$ cat config.mk
export PLATFORM = sky130hd
export DESIGN_NAME = alu_issue_stage_flat
export DESIGN_NICKNAME = d
export VERILOG_FILES = /design/src/rtl/alu_issue_stage_if.sv /design/src/rtl/alu_issue_stage.sv /design/src/flat_wrapper.sv
export SDC_FILE = /design/constraint.sdc
export NUM_CORES = 1
export LEC_CHECK = 0
export CAP_MARGIN = 30
export CORE_MARGIN = 2
export CORE_UTILIZATION = 35
export CTS_CLUSTER_DIAMETER = 40
export DETAILED_ROUTE_END_ITERATION = 7
export SLEW_MARGIN = 10
export SYNTH_ARGS = -nofsm -noshare
export SYNTH_HDL_FRONTEND = slang
export SYNTH_SLANG_ARGS = --single-unit
$ cat constraint.sdc
create_clock -name CLK -period 13.7 [get_ports CLK]
set_clock_uncertainty 0.15 [all_clocks]
set_input_delay 2.74 -clock CLK [delete_from_list [all_inputs] [get_ports CLK]]
set_output_delay 2.74 -clock CLK [all_outputs]
set_load 0.01 [all_outputs]
$ cat src/rtl/alu_issue_stage_if.sv
// -----------------------------------------------------------------------------
// alu_issue_stage_if
//   Bundle of every handshake and data signal between the ALU issue stage and
//   its neighbours: the instruction source, the ALU writeback path, and the
//   ALU operand consumer.
//
//   Signals:
//     IN_VALID / IN_READY / IN_INSTR : instruction word handshake
//                                      ([15:12] op, [11:9] rd, [8:6] ra,
//                                       [5:3] rb, [2] sel, [1:0] ignored)
//     WB_EN / WB_ADDR / WB_DATA      : register-file writeback strobe
//     OUT_VALID / OUT_READY          : operand handshake towards the ALU
//     A, B, INST, SEL, OUT_DEST      : registered operand payload
//
//   Modports:
//     slave  : the issue stage itself
//     master : the environment (instruction source, ALU, writeback)
// -----------------------------------------------------------------------------
interface alu_issue_stage_if;
  logic               IN_VALID;
  logic               IN_READY;
  logic [15:0]        IN_INSTR;

  logic               WB_EN;
  logic [2:0]         WB_ADDR;
  logic [31:0]        WB_DATA;

  logic               OUT_VALID;
  logic               OUT_READY;
  logic signed [31:0] A;
  logic signed [31:0] B;
  logic [3:0]         INST;
  logic               SEL;
  logic [2:0]         OUT_DEST;

  modport slave (
    input  IN_VALID, IN_INSTR, WB_EN, WB_ADDR, WB_DATA, OUT_READY,
    output IN_READY, OUT_VALID, A, B, INST, SEL, OUT_DEST
  );

  modport master (
    output IN_VALID, IN_INSTR, WB_EN, WB_ADDR, WB_DATA, OUT_READY,
    input  IN_READY, OUT_VALID, A, B, INST, SEL, OUT_DEST
  );
endinterface : alu_issue_stage_if

$ cat src/rtl/alu_issue_stage.sv
// -----------------------------------------------------------------------------
// alu_issue_stage
//   Operand-issue stage in front of a 32-bit combinational ALU. Accepts one
//   16-bit instruction per cycle, reads ra/rb from an 8-entry register file
//   (R0 hard-wired to zero), and presents registered A/B/INST/SEL/OUT_DEST to
//   the ALU. Results come back through the WB_* port. A per-register pending
//   bit (scoreboard) blocks issue of any instruction whose ra or rb still has
//   a result in flight.
//
//   Ports:
//     CLK  : rising-edge clock
//     RST  : asynchronous active-high reset
//     bus  : alu_issue_stage_if.slave (instruction, writeback, operand ports)
//
//   Parameters:
//     REG_RESET : reset value of R1..R7
//
//   Build option:
//     ALU_ISSUE_BYPASS_EN : when defined, a writeback in the same cycle as the
//       read forwards WB_DATA into the operand and masks that register's
//       pending bit, so a dependent instruction issues in the writeback cycle.
//       When undefined, the dependent instruction issues one cycle later.
// -----------------------------------------------------------------------------
module alu_issue_stage #(
  parameter logic [31:0] REG_RESET = 32'h0000_0000
) (
  input  logic              CLK,
  input  logic              RST,
  alu_issue_stage_if.slave  bus
);

  // ---------------------------------------------------------------------------
  // Instruction fields
  // ---------------------------------------------------------------------------
  logic [3:0] op_f;
  logic [2:0] rd_f;
  logic [2:0] ra_f;
  logic [2:0] rb_f;
  logic       sel_f;
  logic       unused_rsvd;

  assign op_f        = bus.IN_INSTR[15:12];
  assign rd_f        = bus.IN_INSTR[11:9];
  assign ra_f        = bus.IN_INSTR[8:6];
  assign rb_f        = bus.IN_INSTR[5:3];
  assign sel_f       = bus.IN_INSTR[2];
  assign unused_rsvd = ^bus.IN_INSTR[1:0];

  // ---------------------------------------------------------------------------
  // State
  // ---------------------------------------------------------------------------
  logic [31:0] regs_q [8];
  logic [31:0] regs_d [8];
  logic [7:0]  pend_q, pend_d;
  logic        out_valid_q, out_valid_d;
  logic [31:0] a_q, a_d;
  logic [31:0] b_q, b_d;
  logic [3:0]  inst_q, inst_d;
  logic        sel_q, sel_d;
  logic [2:0]  dest_q, dest_d;

  // ---------------------------------------------------------------------------
  // Operand read and hazard detection
  // ---------------------------------------------------------------------------
  logic [31:0] opa_val, opb_val;
  logic        blk_a, blk_b;
  logic        haz;
  logic        in_ready;
  logic        accept;

  // NOTE: every signal written here gets a default first, so no path through
  // the block leaves it unassigned and no latch is inferred.
  always_comb begin
    opa_val = regs_q[ra_f];
    opb_val = regs_q[rb_f];
    blk_a   = pend_q[ra_f];
    blk_b   = pend_q[rb_f];
`ifdef ALU_ISSUE_BYPASS_EN
    // R0 is excluded: a write to R0 is discarded, so it must not forward.
    if (bus.WB_EN && (bus.WB_ADDR == ra_f) && (ra_f != 3'd0)) begin
      opa_val = bus.WB_DATA;
      blk_a   = 1'b0;
    end
    if (bus.WB_EN && (bus.WB_ADDR == rb_f) && (rb_f != 3'd0)) begin
      opb_val = bus.WB_DATA;
      blk_b   = 1'b0;
    end
`endif
    // Both sources are always checked, even for opcodes that ignore B.
    haz = blk_a | blk_b;
  end

  assign in_ready = !haz && (!out_valid_q || bus.OUT_READY);
  assign accept   = bus.IN_VALID && in_ready;

  // ---------------------------------------------------------------------------
  // Next-state logic
  // ---------------------------------------------------------------------------
  always_comb begin
    regs_d      = regs_q;
    pend_d      = pend_q;
    out_valid_d = out_valid_q;
    a_d         = a_q;
    b_d         = b_q;
    inst_d      = inst_q;
    sel_d       = sel_q;
    dest_d      = dest_q;

    // Register file write; R0 stays zero.
    if (bus.WB_EN && (bus.WB_ADDR != 3'd0)) begin
      regs_d[bus.WB_ADDR] = bus.WB_DATA;
    end

    // Scoreboard: clear first, then set, so a same-cycle set of the same
    // register wins.
    if (bus.WB_EN) begin
      pend_d[bus.WB_ADDR] = 1'b0;
    end
    if (accept && (rd_f != 3'd0)) begin
      pend_d[rd_f] = 1'b1;
    end
    pend_d[0] = 1'b0;

    // Output register: load on accept, clear valid on drain, otherwise hold.
    if (accept) begin
      out_valid_d = 1'b1;
      a_d         = opa_val;
      b_d         = opb_val;
      inst_d      = op_f;
      sel_d       = sel_f;
      dest_d      = rd_f;
    end else if (bus.OUT_READY) begin
      out_valid_d = 1'b0;
    end
  end

  // ---------------------------------------------------------------------------
  // Sequential state
  // ---------------------------------------------------------------------------
  // NOTE: the register file is reset on purpose: R1..R7 must come up as
  // REG_RESET, and reset must restore them mid-operation, so it cannot be a
  // plain RAM without reset.
  always_ff @(posedge CLK or posedge RST) begin
    if (RST) begin
      for (int i = 0; i < 8; i++) begin
        regs_q[i] <= (i == 0) ? 32'h0 : REG_RESET;
      end
    end else begin
      regs_q <= regs_d;
    end
  end

  // NOTE: sequential state uses non-blocking assignments so every flop
  // samples its _d value from before the edge, independent of statement order.
  always_ff @(posedge CLK or posedge RST) begin
    if (RST) begin
      pend_q      <= '0;
      out_valid_q <= 1'b0;
      a_q         <= '0;
      b_q         <= '0;
      inst_q      <= '0;
      sel_q       <= 1'b0;
      dest_q      <= '0;
    end else begin
      pend_q      <= pend_d;
      out_valid_q <= out_valid_d;
      a_q         <= a_d;
      b_q         <= b_d;
      inst_q      <= inst_d;
      sel_q       <= sel_d;
      dest_q      <= dest_d;
    end
  end

  // ---------------------------------------------------------------------------
  // Outputs
  // ---------------------------------------------------------------------------
  assign bus.IN_READY  = in_ready;
  assign bus.OUT_VALID = out_valid_q;
  assign bus.A         = a_q;
  assign bus.B         = b_q;
  assign bus.INST      = inst_q;
  assign bus.SEL       = sel_q;
  assign bus.OUT_DEST  = dest_q;

endmodule : alu_issue_stage

$ cat src/flat_wrapper.sv
// flat-port wrapper written by rule: the top's interface ports become plain ports
module alu_issue_stage_flat 
#(
  parameter logic [31:0] REG_RESET = 32'h0000_0000
)
  (CLK, RST, bus_IN_VALID, bus_IN_INSTR, bus_WB_EN, bus_WB_ADDR, bus_WB_DATA, bus_OUT_READY, bus_IN_READY, bus_OUT_VALID, bus_A, bus_B, bus_INST, bus_SEL, bus_OUT_DEST);
  alu_issue_stage_if bus_i ();
  input  logic CLK;
  input  logic RST;
  input wire logic [$bits(bus_i.IN_VALID)-1:0] bus_IN_VALID;
  input wire logic [$bits(bus_i.IN_INSTR)-1:0] bus_IN_INSTR;
  input wire logic [$bits(bus_i.WB_EN)-1:0] bus_WB_EN;
  input wire logic [$bits(bus_i.WB_ADDR)-1:0] bus_WB_ADDR;
  input wire logic [$bits(bus_i.WB_DATA)-1:0] bus_WB_DATA;
  input wire logic [$bits(bus_i.OUT_READY)-1:0] bus_OUT_READY;
  output wire logic [$bits(bus_i.IN_READY)-1:0] bus_IN_READY;
  output wire logic [$bits(bus_i.OUT_VALID)-1:0] bus_OUT_VALID;
  output wire logic [$bits(bus_i.A)-1:0] bus_A;
  output wire logic [$bits(bus_i.B)-1:0] bus_B;
  output wire logic [$bits(bus_i.INST)-1:0] bus_INST;
  output wire logic [$bits(bus_i.SEL)-1:0] bus_SEL;
  output wire logic [$bits(bus_i.OUT_DEST)-1:0] bus_OUT_DEST;
  assign bus_i.IN_VALID = bus_IN_VALID;
  assign bus_i.IN_INSTR = bus_IN_INSTR;
  assign bus_i.WB_EN = bus_WB_EN;
  assign bus_i.WB_ADDR = bus_WB_ADDR;
  assign bus_i.WB_DATA = bus_WB_DATA;
  assign bus_i.OUT_READY = bus_OUT_READY;
  assign bus_IN_READY = bus_i.IN_READY;
  assign bus_OUT_VALID = bus_i.OUT_VALID;
  assign bus_A = bus_i.A;
  assign bus_B = bus_i.B;
  assign bus_INST = bus_i.INST;
  assign bus_SEL = bus_i.SEL;
  assign bus_OUT_DEST = bus_i.OUT_DEST;
  alu_issue_stage #(.REG_RESET(REG_RESET)) u_core (.CLK(CLK), .RST(RST), .bus(bus_i));
endmodule
==> results by stage, run 1 <==
Outcome:
- The run finished with clean final reports.

STA:
- Timing would allow up to 0.1181 GHz.
- The slew at the pin closest to its max-slew limit is 891.3 ps.
- The post-route minimum period is 8468 ps.
- Setup violations remaining at the end of the flow were counted as 0.
- The sum of negative setup slack is 0 ps.
- The final worst hold slack is 240.7 ps.
- The number of max-slew violations in the final report is 0.
- The share of the cycle needed by the critical path after routing is 61.81%.
- Setup repair after global routing left no endpoint under its margin.
- The number of hold violations in the final report was 0.
- The worst slew slack as a fraction of its limit is 40.58%.

Critical path:
- The cell that appears most often on the critical path is buf_4.
- The worst register-to-register path begins at u_core.pend_q[5]$_DFF_PP0_.
- The largest single stage delay on the critical path is 730 ps.
- The worst setup path is captured at an output port.
- The setup slack of the most critical reg-to-reg path is 10,700 ps.
- Traced cell by cell, the critical path runs through buf_4 -> buf_4 -> nand2b_1 -> o221ai_1 -> a211oi_2 -> clkdlybuf4s50_1.
- The number of buffer and inverter stages on the critical path is 3.
- The data required time of the worst path is 10,810 ps.
- For this design, the slowest cell found on the critical path is clkdlybuf4s50_1.
- The start-to-end type of the worst setup path is in2out.
- The critical path launch point type is a primary input.
- In this run the worst path has a maximum fanout of 45.
- The worst register-to-register path ends at u_core.bus.OUT_DEST[1]$_DFFE_PP0P_.
- The number of cells on the worst reg-to-reg path is 5.
- The arrival time of the worst setup path is 5580 ps.
- Grouping stages by cell kind, the critical path spends the most delay in buffers and inverters.

Min path:
- The worst hold path begins at u_core.regs_q[225]$_DFFE_PP0P_.
- The worst hold path passes through 0 cells.
- The min-delay analysis places its worst path in the category reg2reg.
- The end point of the worst hold path is u_core.regs_q[225]$_DFFE_PP0P_.

Final layout:
- In the final design database the tool counted 1,205 nets.
- The filler cell count is 4,092.
- For this run, the number of standard cells in the final layout without fillers is 1,800.
- Of the cells placed in the final design, the portion with a size suffix greater than 1 is 49.96%.
- The core occupancy in the finished layout is 44.43%.
- Compared with the post-synthesis result, the final layout area differs by 25.01%.

Floorplan:
- The top-level port count is 130.
- The floorplan step defined a die boundary enclosing 47,910 µm².
- The width of the die is 218.9 µm.
- The floorplan step set the die height to 218.9 µm.
- The initial cell density of the core is 35.54%.
- The count of standard-cell rows is 78.
- The core footprint is 45,480 µm².

Placed design:
- After detailed placement, the design holds a cell count of 1,682.
- The final weighted congestion in routability-driven placement is 0.7135.
- Port buffering added 127 buffers.
- The wire-length estimate of the detail-placed layout is 23,150 µm.

Synth:
- The count of warnings emitted by yosys is 0.
- The number of instances in the synthesized netlist is 1,037.
- The prevailing post-synth register cell is dfrtp_1.
- The count of flip-flops with a built-in enable after synthesis is 0.
- The register bit count reported by yosys is 336.
- The share of synthesized area in the top cell type comes to 52.02%.
- In the post-synthesis netlist, the cell with the most instances is dfrtp_1.
- The count of different cell masters after synthesis is 26.
- The share of async-settable or async-resettable flops after synthesis is 100.0%.
- Counting every net in the synthesized netlist gives 1,093.
- The synthesized cell area is 16,160 µm².
- The post-synthesis cell type with the largest combined area is dfrtp_1.
- The fraction of the yosys area taken by sequential cells is 52.02%.
- The synthesized area per cell is 15.59 µm².
- Ranked by total cell area, the synthesized netlist is headed by dfrtp_1 (52%), mux2_2 (22%), mux4_2 (18%), nand2_1 (2.3%), clkbuf_1 (1.6%).
- By count the netlist is led by dfrtp_1 (336), mux2_2 (318), mux4_2 (129).

Clock network:
- The count of hold-fix buffers inserted at cts is 0.
- The number of H-tree branching levels is 2.
- The buffer count from post-CTS setup fixing is 0.
- The tree is rooted in a clkbuf_16.
- Clock-pin slew was measured on the worst setup and hold paths at 50 ps.
- The maximum clock insertion buffer count is 3.
- The clock latency at the later pin of the worst-skew pair is 600 ps.
- The TritonCTS clock tree is yes.
- In this run, CTS created clock tree buffers numbering 61.
- Post-CTS repair changed the size of 0 cells.
- CTS saw 336 sinks.

Power and ir drop:
- The leakage power of the design is 8.492 nW.
- The ratio of total power to cell area is 193.6 nW/µm².
- The peak supply drop is 0.1068 mV.

Routing:
- The pre-antenna-repair detailed-routing pass consisted of 4 iterations.
- In the routed layout, each cell is associated on average with a via count of 5.234.
- In the routed design, unresolved DRC markers number 0.
- The overall routed net length is 39,760 µm.
- The via count is 9,421.
- The wire length per cell after detailed routing is 22.09 µm.
- The number of DRC markers after the initial detailed-route iteration is 390.
- Once detail routing completed, the nets flagged for antenna violations numbered 0.

Global route:
- The total routing usage reported by global routing is 17.15%.
- Entering global routing, the biggest net connects 87 pins.
- The number of antenna violations at the first check in global routing is 3.
- The first-pass GRT wire length is 62,390 µm.
- The number of global-route vias before repair is 10,342.
- The overall overflow remaining after global route is 0.

Run:
- The number of maximum-capacitance violations is 0.
## cells by family after synthesis
group | synth area share [%]
AOI/OAI and AO/OA | 0.7974
buffers and inverters | 2.957
DFF | 52.02
muxes | 41.29
and+or+nand+nor | 2.934
## sequential cells by signal, indices dropped and copies added, names as in the netlist
register	cells
u_core.regs_q	256
u_core.bus.A	32
u_core.bus.B	32
u_core.pend_q	7
u_core.bus.INST	4
u_core.bus.OUT_DEST	3
u_core.bus.OUT_VALID	1
u_core.bus.SEL	1
## layout by cell type, fill, tap and decap left out, drive strengths merged
cell type        n
and2             3
bufinv           9
nand2b           2
nor3b            1
a32o             7
nand2          100
clkinv          20
nand4            1
dfrtp          336
clkinvlp         4
nand3            3
buf             30
mux4           129
nor2             1
inv             13
o221ai           1
a21bo            1
mux2           331
diode            1
a2111oi          1
clkbuf          74
nor2b            3
clkdlybuf4s50  121
nor3             2
and3             1
mux2i            4
a211oi           1
## area by class of cell
class,count,area [µm²],area share [%]
Clock buffer,74,1708,8.453
Multi-Input combinational cell,592,7298,36.12
Clock inverter,39,479.2,2.372
Tap cell,600,750.7,3.716
Timing Repair Buffer,151,1524,7.543
Antenna cell,1,2.502,0.01239
Sequential cell,336,8408,41.61
Inverter,7,33.78,0.1672
## worst register-to-register path: cells and delay by family (launching register included)
| family | cells | cell delay [ps] |
|---|---|---|
| AOI/OAI and AO/OA | 1 | 370 |
| buffers and inverters | 1 | 730 |
| muxes | 3 | 1230 |
| DFF | 1 | 390 |
## metrics by stage
step	power [mW]	cell area, µm²	setup WS, ps
after floorplan	1.974	16160	1500
after CTS	3.961	20090	5193
after global routing	4.103	20200	5034
final	3.911	20200	5232
after global placement	2.328	17880	5237
after detailed placement	2.355	17900	5216
## layer usage
layer	wire length [µm]	GRT usage, %	vias up
li1	-	-	4119
met1	17860	22.95	5041
met2	19320	28.26	185
met3	1713	3.576	72
met4	833	4.932	4
met5	33	0	-
## worst max path at each step
stage / start / endpoint / slack [ps] / depth (start not counted)
3_5_place_dp: bus_IN_INSTR[7] / bus_IN_READY / 5220 / 6
6_report: bus_IN_INSTR[7] / bus_IN_READY / 5230 / 6
2_1_floorplan: RST / u_core.bus.A[0]$_DFFE_PP0P_ / 1500 / 1
3_3_place_gp: bus_IN_INSTR[7] / bus_IN_READY / 5240 / 6
5_1_grt: bus_IN_INSTR[7] / bus_IN_READY / 5030 / 6
4_1_cts: bus_IN_INSTR[7] / bus_IN_READY / 5190 / 6
## power by group
part	switching, mW	leakage, nW	internal (mW)
clock	0.528	1.08	1.05
combinational	0.338	3.29	0.577
sequential	0.159	4.12	1.25
total	1.03	8.49	2.89
Note: power is estimated with default switching activity, not from simulation.
==> inputs of run 2 (changes only) <==
==> constraint.sdc (replaced) <==
create_clock -name CLK -period 7.2 [get_ports CLK]
set_clock_uncertainty 0.15 [all_clocks]
set_input_delay 1.44 -clock CLK [delete_from_list [all_inputs] [get_ports CLK]]
set_output_delay 1.44 -clock CLK [all_outputs]
set_load 0.01 [all_outputs]
==> results by stage, run 2 (synthesized netlist as in run 1, its figures left out) <==
Clock network:
- The root buffer selected by CTS is clkbuf_16 (unchanged).
- The number of clock sinks is 336 (unchanged).
- The number of buffers created by CTS is 55 (was 61).
- The buffer count from post-CTS setup fixing is 0 (unchanged).
- The TritonCTS clock tree is yes (unchanged).
- The count of hold-fix buffers inserted at cts is 0 (unchanged).
- The clock latency at the later pin of the worst-skew pair is 580 ps (was 600 ps).
- The clock-pin slew of the registers on the worst-case setup and hold paths was 50 ps (about the same).
- The number of resized instances in the post-cts repair step is 0 (unchanged).
- The number of H-tree branching levels is 2 (unchanged).
- The maximum clock insertion buffer count came to 3 (unchanged).

STA:
- The slew at the pin closest to its max-slew limit is 1031 ps (was 891.3 ps).
- The number of endpoints failing setup at the final stage is 0 (unchanged).
- The number of max-slew violations in the final report is 0 (unchanged).
- The share of the cycle needed by the critical path after routing is 77.56%.
- RSZ-0062 raised after global routing: no (unchanged).
- The worst slew slack as a fraction of its limit was 31.28% (was 40.58%).
- The number of hold violations in the final report was 0 (unchanged).
- The final worst hold slack is 238.5 ps (was 240.7 ps).
- The post-route minimum period is 5584 ps.
- The slack of the critical path was 1616 ps (was 5232 ps).
- The sum of negative setup slack is 0 ps (unchanged).
- Static timing analysis puts the maximum clock frequency at 0.1791 GHz.

Routing:
- The via count is 9,291 (was 9,421).
- The number of DRC violations after detailed routing came to 0 (unchanged).
- The detailed-router iteration count before antenna repair is 4 (unchanged).
- The overall routed net length is 39,190 µm (was 39,760 µm).
- The number of DRC markers after the initial detailed-route iteration was 444 (was 390).
- The count of antenna-violating nets left after detailed routing is 0 (unchanged).
- The ratio of routed vias to standard cells came to 5.205 (was 5.234).
- The wire length per cell after detailed routing is 21.96 µm (was 22.09 µm).

Final layout:
- The layout overhead on the synthesized area is 23.36% (was 25.01%).
- The filler cell count is 4,114 (was 4,092).
- The register with the most flip-flops is u_core.regs_q (unchanged).
- The fraction of final layout cells with drive strength greater than 1 is 48.99% (was 49.96%).
- The number of flip-flops in the largest register is 256 (unchanged).
- The area used by sequential logic in the layout is 8408 µm² (unchanged).
- The area used by multi-input combinational logic is 7298 µm² (unchanged).
- The core occupancy in the finished layout was 43.84% (was 44.43%).
- The most common cell after layout, fill and taps aside was dfrtp_1 (unchanged).
- Most frequent cells in the layout: dfrtp_1 (336), mux2_2 (318), mux4_2 (129), clkdlybuf4s50_1 (121), nand2_1 (100) (unchanged).
- The layout net count came to 1,195 (was 1,205).

Placed design:
- The number of buffers added on ports is 127 (unchanged).
- The pre-CTS worst setup slack is 1604 ps (was 5216 ps).
- The detailed-placement wirelength estimate is 22,710 µm (was 23,150 µm).
- The final weighted congestion in routability-driven placement is 0.7144 (was 0.7135).

Critical path:
- The top fanout value on the critical path is 27 (was 45).
- The reg-to-reg endpoint is u_core.bus.A[29]$_DFFE_PP0P_ (was u_core.bus.OUT_DEST[1]$_DFFE_PP0P_).
- The worst reg2reg path startpoint is u_core.pend_q[5]$_DFF_PP0_ (unchanged).
- The critical path's largest stage delay is 720 ps (was 730 ps).
- The cell type of the slowest stage on the worst timing path was clkdlybuf4s50_1 (unchanged).
- The arrival time of the worst setup path was 3990 ps (was 5580 ps).
- The setup slack of the most critical reg-to-reg path is 4490 ps (was 10,700 ps).
- The critical path launch point type was a primary input (unchanged).
- The start-to-end type of the worst setup path was in2out (unchanged).
- Cells along the critical path: buf_4 -> mux2_2 -> mux4_2 -> a211oi_2 -> clkdlybuf4s50_1 (was buf_4 -> buf_4 -> nand2b_1 -> o221ai_1 -> a211oi_2 -> clkdlybuf4s50_1).
- The logic depth of the worst register-to-register path was 5 (unchanged).
- The category of the worst setup path capture point is an output port (unchanged).
- The data required time of the worst path is 5610 ps (was 10,810 ps).
- The number of buffer and inverter stages on the critical path is 2 (was 3).
- The largest delay contributor family on the critical path is buffers and inverters (unchanged).

Power and ir drop:
- The peak supply drop is 0.2064 mV (was 0.1068 mV).
- The ratio of total power to cell area was 364.5 nW/µm² (was 193.6 nW/µm²).
- The leakage power of the design came to 8.345 nW (was 8.492 nW).

Global route:
- The overall overflow remaining after global route is 0 (unchanged).
- The first-pass GRT wire length is 61,580 µm (was 62,390 µm).
- The number of global-route vias before repair is 10,329 (was 10,342).
- The largest net degree at the start of global routing came to 181 (was 87).
- The number of antenna violations at the first check in global routing came to 1 (was 3).
- The total routing usage reported by global routing is 16.94% (was 17.15%).

Floorplan:
- The height of the die is 218.9 µm (unchanged).
- The top-level port count was 130 (unchanged).
- The die footprint came to 47,910 µm² (unchanged).
- The core footprint came to 45,480 µm² (unchanged).
- The count of standard-cell rows is 78 (unchanged).
- The width of the die is 218.9 µm (unchanged).
- The initial cell density of the core came to 35.54% (unchanged).

Min path:
- The end point of the worst hold path is u_core.regs_q[238]$_DFFE_PP0P_ (was u_core.regs_q[225]$_DFFE_PP0P_).
- The number of instances on the worst hold path is 0 (unchanged).
- The source of the worst hold timing path is u_core.regs_q[238]$_DFFE_PP0P_ (was u_core.regs_q[225]$_DFFE_PP0P_).
- The type of the most critical hold path is reg2reg (unchanged).

Outcome:
- Run status: finished, final reports clean (unchanged).

Run:
- The number of maximum-capacitance violations was 0 (unchanged).
==> run 2: through the flow <==
stage | power [mW] | cell area (µm²) | instances
floorplan | 3.757 | 16170 | 1037
global placement | 4.429 | 17910 | 1681
detailed placement | 4.481 | 17930 | 1682
CTS | 7.368 | 19940 | 1784
global route | 7.632 | 19940 | 1784
finish | 7.266 | 19940 | 1785
==> run 2: worst max path at each step <==
| stage | startpoint | endpoint | slack, ps | depth (start not counted) |
|---|---|---|---|---|
| final | bus_IN_INSTR[4] | bus_IN_READY | 1620 | 5 |
| after global routing | bus_IN_INSTR[4] | bus_IN_READY | 1490 | 5 |
| after CTS | bus_IN_INSTR[4] | bus_IN_READY | 1600 | 5 |
| after detailed placement | bus_IN_INSTR[4] | bus_IN_READY | 1600 | 5 |
| after global placement | bus_IN_INSTR[4] | bus_IN_READY | 1580 | 5 |
| after floorplan | RST | u_core.bus.A[0]$_DFFE_PP0P_ | 1120 | 1 |
==> run 2: layout make-up <==
cell class | count | share of cell area (%)
sequential | 336 | 42.17
multi-input combinational | 592 | 36.60
clock buffer | 68 | 7.612
timing repair buffer | 147 | 7.217
tap | 600 | 3.765
clock inverter | 34 | 2.466
inverter | 7 | 0.1506
antenna | 1 | 0.01255
==> run 2: per-layer routing <==
layer / GRT usage, % / share of wire [%] / vias up
met4: 4.482 / 1.9 / 2
met2: 27.89 / 49 / 183
li1: - / - / 4091
met1: 22.60 / 44 / 4960
met5: 0 / 0.041 / -
met3: 3.867 / 5.0 / 55
==> run 2: where the power goes <==
part | total, mW | switching [mW] | internal, mW
Clock | 2.84 | 0.949 | 1.89
Combinational | 1.73 | 0.635 | 1.09
Sequential | 2.70 | 0.310 | 2.39
Total | 7.27 | 1.89 | 5.37
